File: src/rtl/tick_period_meter.sv
// Measures the interval between rising edges of an asynchronous tick in enabled clk cycles,
// flags a match against an expected period, lock between consecutive periods, and signal loss.
module tick_period_meter #(
  parameter int unsigned    W          = 26,
  parameter logic [W-1:0]   TIMEOUT    = 26'd50_000_000,
  parameter logic [W-1:0]   EXP_PERIOD = 26'd833_334,
  parameter logic [W-1:0]   TOL        = 26'd1
) (
  input  logic         clk,
  input  logic         i_Rst,
  input  logic         i_CE,
  input  logic         i_tick,
  output logic [W-1:0] o_period,
  output logic         o_valid,
  output logic         o_match,
  output logic         o_locked,
  output logic         o_timeout
);

  // state   | meaning
  // IDLE    | no edge seen since reset; first edge only arms the counter
  // MEASURE | counting enabled cycles since the last edge
  // LOST    | no edge for TIMEOUT cycles; next edge re-arms without a measurement
  localparam logic [1:0] S_IDLE    = 2'd0;
  localparam logic [1:0] S_MEASURE = 2'd1;
  localparam logic [1:0] S_LOST    = 2'd2;

  localparam logic [W-1:0] ONE = W'(1);

  logic [1:0]   state;
  logic         sync1;
  logic         sync2;
  logic         tick_prev;
  logic         edge_det;
  logic [W-1:0] cnt;
  logic [W-1:0] prev_period;
  logic         prev_valid;
  logic         valid_q;

  function automatic logic within_tol(input logic [W-1:0] a, input logic [W-1:0] b);
    logic [W-1:0] diff;
    diff = (a >= b) ? (a - b) : (b - a);
    return (diff <= TOL);
  endfunction

  assign edge_det = sync2 & ~tick_prev;

  // The strobe register holds with everything else while disabled, so it is
  // masked here to keep it from being seen during a disabled cycle.
  assign o_valid = valid_q & i_CE;

  always_ff @(posedge clk) begin
    if (!i_Rst) begin
      state       <= S_IDLE;
      sync1       <= 1'b0;
      sync2       <= 1'b0;
      tick_prev   <= 1'b0;
      cnt         <= '0;
      prev_period <= '0;
      prev_valid  <= 1'b0;
      valid_q     <= 1'b0;
      o_period    <= '0;
      o_match     <= 1'b0;
      o_locked    <= 1'b0;
      o_timeout   <= 1'b0;
    end else if (i_CE) begin
      sync1     <= i_tick;
      sync2     <= sync1;
      tick_prev <= sync2;
      valid_q   <= 1'b0;
      case (state)
        S_IDLE: begin
          if (edge_det) begin
            state <= S_MEASURE;
            cnt   <= ONE;
          end
        end
        S_MEASURE: begin
          // An edge in the same cycle as the terminal count is still measured.
          if (edge_det) begin
            o_period    <= cnt;
            valid_q     <= 1'b1;
            o_match     <= within_tol(cnt, EXP_PERIOD);
            o_locked    <= prev_valid && within_tol(cnt, prev_period);
            prev_period <= cnt;
            prev_valid  <= 1'b1;
            cnt         <= ONE;
          end else if (cnt == TIMEOUT) begin
            state      <= S_LOST;
            o_timeout  <= 1'b1;
            o_locked   <= 1'b0;
            prev_valid <= 1'b0;
          end else begin
            cnt <= cnt + ONE;
          end
        end
        S_LOST: begin
          if (edge_det) begin
            state     <= S_MEASURE;
            cnt       <= ONE;
            o_timeout <= 1'b0;
          end
        end
        default: state <= S_IDLE;
      endcase
    end
  end

endmodule

File: config.mk
export PLATFORM = sky130hd
export DESIGN_NAME = tick_period_meter
export DESIGN_NICKNAME = d
export VERILOG_FILES = /design/src/rtl/tick_period_meter.sv
export SDC_FILE = /design/constraint.sdc
export NUM_CORES = 1
export LEC_CHECK = 0
export ABC_AREA = 1
export CAP_MARGIN = 20
export CORE_MARGIN = 4
export CORE_UTILIZATION = 30
export CTS_CLUSTER_DIAMETER = 50
export DETAILED_ROUTE_END_ITERATION = 7
export MAX_ROUTING_LAYER = met4
export PLACE_DENSITY = 0.48
export RECOVER_POWER = 100
export SYNTH_ARGS = -nofsm -noshare
export SYNTH_HDL_FRONTEND = slang
export SYNTH_SLANG_ARGS = --single-unit
File: constraint.sdc
create_clock -name clk -period 4.74 [get_ports clk]
set_input_delay 0.948 -clock clk [delete_from_list [all_inputs] [get_ports clk]]
set_output_delay 0.948 -clock clk [all_outputs]
set_load 0.05 [all_outputs]
==> qor.txt <==
status = finished with violations
violated checks = max-capacitance violations, max-slew violations
Die Width = 173.2 um
placed wire-length estimate = 27000 um
f_max = 0.2566 GHz
Compound-Gate Fraction of Synth Area = 14.93%
RSZ-0062 raised after global routing = no
register area share after synthesis = 15.16%
WHS Path Cells = 2
worst slack at placement = 999.6 ps
DRT Wirelength = 32510 um
die height = 173.2 um
Starting Density = 30.47%
Die ar. = 30000 sq um
Syn Inst Count = 1498
ys flop type = dfxtp_1
layout net count = 1574
gate family responsible for the most delay along the worst path = simple AND/OR/NAND/NOR gates
routed len/inst = 17.50 um
GR Overflow Total = 0
post-route setup slack = 843.2 ps
Fin Setup TNS = 0 ps
layout cell share with drive strength beyond 1 = 4.351%
Post-Syn Area per Cell = 5.466 sq um
total CTS buffers = 9
worst-skew pair later-pin latency = 330 ps
Tcrit/Tclk final = 82.21%
synthesis-to-layout area growth = 10.53%
MaxCap Viol Count = 1
num rows = 60
ant diodes = 0
# clock sinks = 62
hold violation total from the final report = 0
largest family of logic cells by synthesized area = simple AND/OR/NAND/NOR gates
multiplexer area fraction after synthesis = 0%
CORE AREA = 26880 sq um
commonest non-fill, non-tap cells in the layout = nand2_1 (510), inv_1 (193), nor2_1 (155)
Power Density = 186.0 nW/um^2
CTS tree = yes
CP Data Arrival Time = 4140 ps
vias in the first global route = 9227
starting DRC count in detailed routing = 747
Hold Path Class = reg -> reg
Worst Skew = 6.304 ps
FF+latch count, synth = 62
Vias/cell = 5.159
gr usage total = 21.66%
commonest non-fill, non-tap cell in the layout = nand2_1
Req. time, crit path = 4990 ps
Worst slew margin = -0.7365%
cts hold-fix bufs = 0
first-pass GRT wire length = 50720 um
Synth Warn # = 0
setup bufs post-CTS = 0
final setup violation count = 0
Max IR drop VDD = 0.1373 mV
CP max stage delay = 600 ps
static leakage = 4.801 nW
async set-reset flop share out of synthesis = 0%
kind of critical path = reg -> reg
ANT nets after route = 0
critical hold path startpoint = prev_valid$_SDFFE_PN0P_
reg2reg start = cnt[1]$_SDFFE_PN0P_
Post-Syn Nets = 1560
area share of fa/ha/maj cells after synthesis = 9.046%
Hold Path End = prev_valid$_SDFFE_PN0P_
Reg2Reg Depth = 12
Buf/Inv on CP = 3
cts repair resizes = 0
simple-gate share of the synthesized area = 44.44%
slew at the pin with the worst max-slew slack = 1511 ps
Crit. End Element = register
root buffer cell = clkbuf_16
Worst Path Max Fanout = 14
fraction of synthesized cell area in xor and xnor cells = 4.065%
via count = 9585
Clock H-tree levels = 3
crit-path cells = inv_1 -> ha_1 -> nand3_1 -> nor4_1 -> nand3_1 -> nand2_1 -> inv_1 -> o21ai_0 -> nand2_1 -> inv_1 -> o21ai_0 -> a22oi_1
Post-synth EDFFs = 0
DRT Pass-1 Iters = 6
Reg2Reg Setup Slack = 840 ps
clock buffer depth = 2
slowest cell on the critical path = nor4_1
synthesized area = 8188 sq um
Tmin final = 3897 ps
CP startpoint kind = register
largest net degree at the start of global routing = 54
Final Slew Violations = 37
Remaining DRCs = 0
GP Congestion = 0.9633
Port Buf Inserts = 33
IO Pins = 34
FF-to-FF End = cnt[5]$_SDFFE_PN0P_
clock-pin slew on the worst setup and hold paths = 60 ps
most frequent CP cell = inv_1
Yosys cell types = 47
initial antenna violation count = 0
-- per-layer routing --
layer,wire length (um),vias up,global-route usage (%)
li1,-,4830,-
met2,15580,278,36.77
met1,14560,4419,27.18
met4,949,0,7.416
met3,1423,58,1.793
met5,0,-,-
-- synth_stat cells (3+ instances only) --
library cell / number / area share (%)
o21bai_1: 11 / 1.0
ha_1: 56 / 8.6
clkbuf_1: 9 / 0.41
nand4_1: 32 / 2.4
xnor2_1: 4 / 0.43
inv_2: 12 / 0.55
dfxtp_1: 62 / 15
inv_4: 5 / 0.38
a21oi_1: 107 / 6.5
nor4_1: 3 / 0.23
a31oi_1: 6 / 0.46
a21boi_0: 3 / 0.28
nand3_1: 121 / 7.4
nor2_2: 12 / 0.92
o21ai_0: 78 / 4.8
inv_1: 192 / 8.8
nor2_1: 155 / 7.1
a211oi_1: 5 / 0.46
o21ai_1: 10 / 0.61
nor3_2: 3 / 0.37
nand2_1: 510 / 23
xor2_1: 34 / 3.6
nor3_1: 13 / 0.79
buf_2: 12 / 0.73
nand2_2: 8 / 0.61
buf_6: 5 / 0.69
buf_4: 5 / 0.46
clkbuf_2: 3 / 0.18
-- logic make-up after synthesis --
group	after synthesis
AO/OA/AOI/OAI	227
XOR/XNOR	38
adder cells (fa/ha/maj)	58
buffers and inverters	245
flip-flops	62
AND/OR/NAND/NOR	868
-- worst min-delay path, delay by kind of cell, from the launching register on --
family / cells / cell delay (ps)
flops: 1 / 310
compound gates: 1 / 50
simple gates: 1 / 60
-- state kept, by name (all words and copies together), names as in the netlist --
signal       cells
o_timeout        1
state            2
cnt             26
prev_valid       1
valid_q          1
tick_prev        1
sync1            1
o_match          1
o_locked         1
prev_period     26
sync2            1
-- how the worst max path moves through the flow --
stage	slack, ps	endpoint	from	depth (start not counted)
after CTS	1010	cnt[17]$_SDFFE_PN0P_	cnt[1]$_SDFFE_PN0P_	14
after global placement	1040	cnt[17]$_SDFFE_PN0P_	i_CE	14
after global routing	530	cnt[17]$_SDFFE_PN0P_	cnt[1]$_SDFFE_PN0P_	14
after detailed placement	1000	cnt[17]$_SDFFE_PN0P_	i_CE	14
final	840	cnt[5]$_SDFFE_PN0P_	cnt[1]$_SDFFE_PN0P_	12
after floorplan	2180	o_locked$_SDFFE_PN0P_	prev_period[7]$_SDFFE_PN0P_	15
-- power breakdown --
part	switching [mW]	total [mW]	internal, mW
Sequential	0.0126	0.542	0.530
Clock	0.251	0.605	0.354
Combinational	0.361	0.536	0.175
Total	0.624	1.68	1.06
-- area by class of cell --
| class | instances | area [sq um] |
|---|---|---|
| clock inverters | 7 | 51.30 |
| multi-input cells | 1191 | 5936 |
| well taps | 341 | 426.7 |
| repair buffers | 38 | 364.1 |
| inverters | 210 | 805.8 |
| flip-flops and latches | 62 | 1241 |
| fillers | 3079 | 17830 |
| clock buffers | 9 | 225.2 |
-- through the flow --
step                cells  utilization, %  power [mW]  area, sq um  hold WS [ps]
finish               1858           33.67       1.683         9050         464.1
global route         1858           33.67       1.791         9050         504.1
CTS                  1858           33.71       1.693         9060         459.3
detailed placement   1842           32.68       1.084         8783         450.3
global placement     1842           32.68       1.086         8783         447.3
floorplan            1498               -      0.9473         8188         439.0
(Power assumes the default switching activity.)
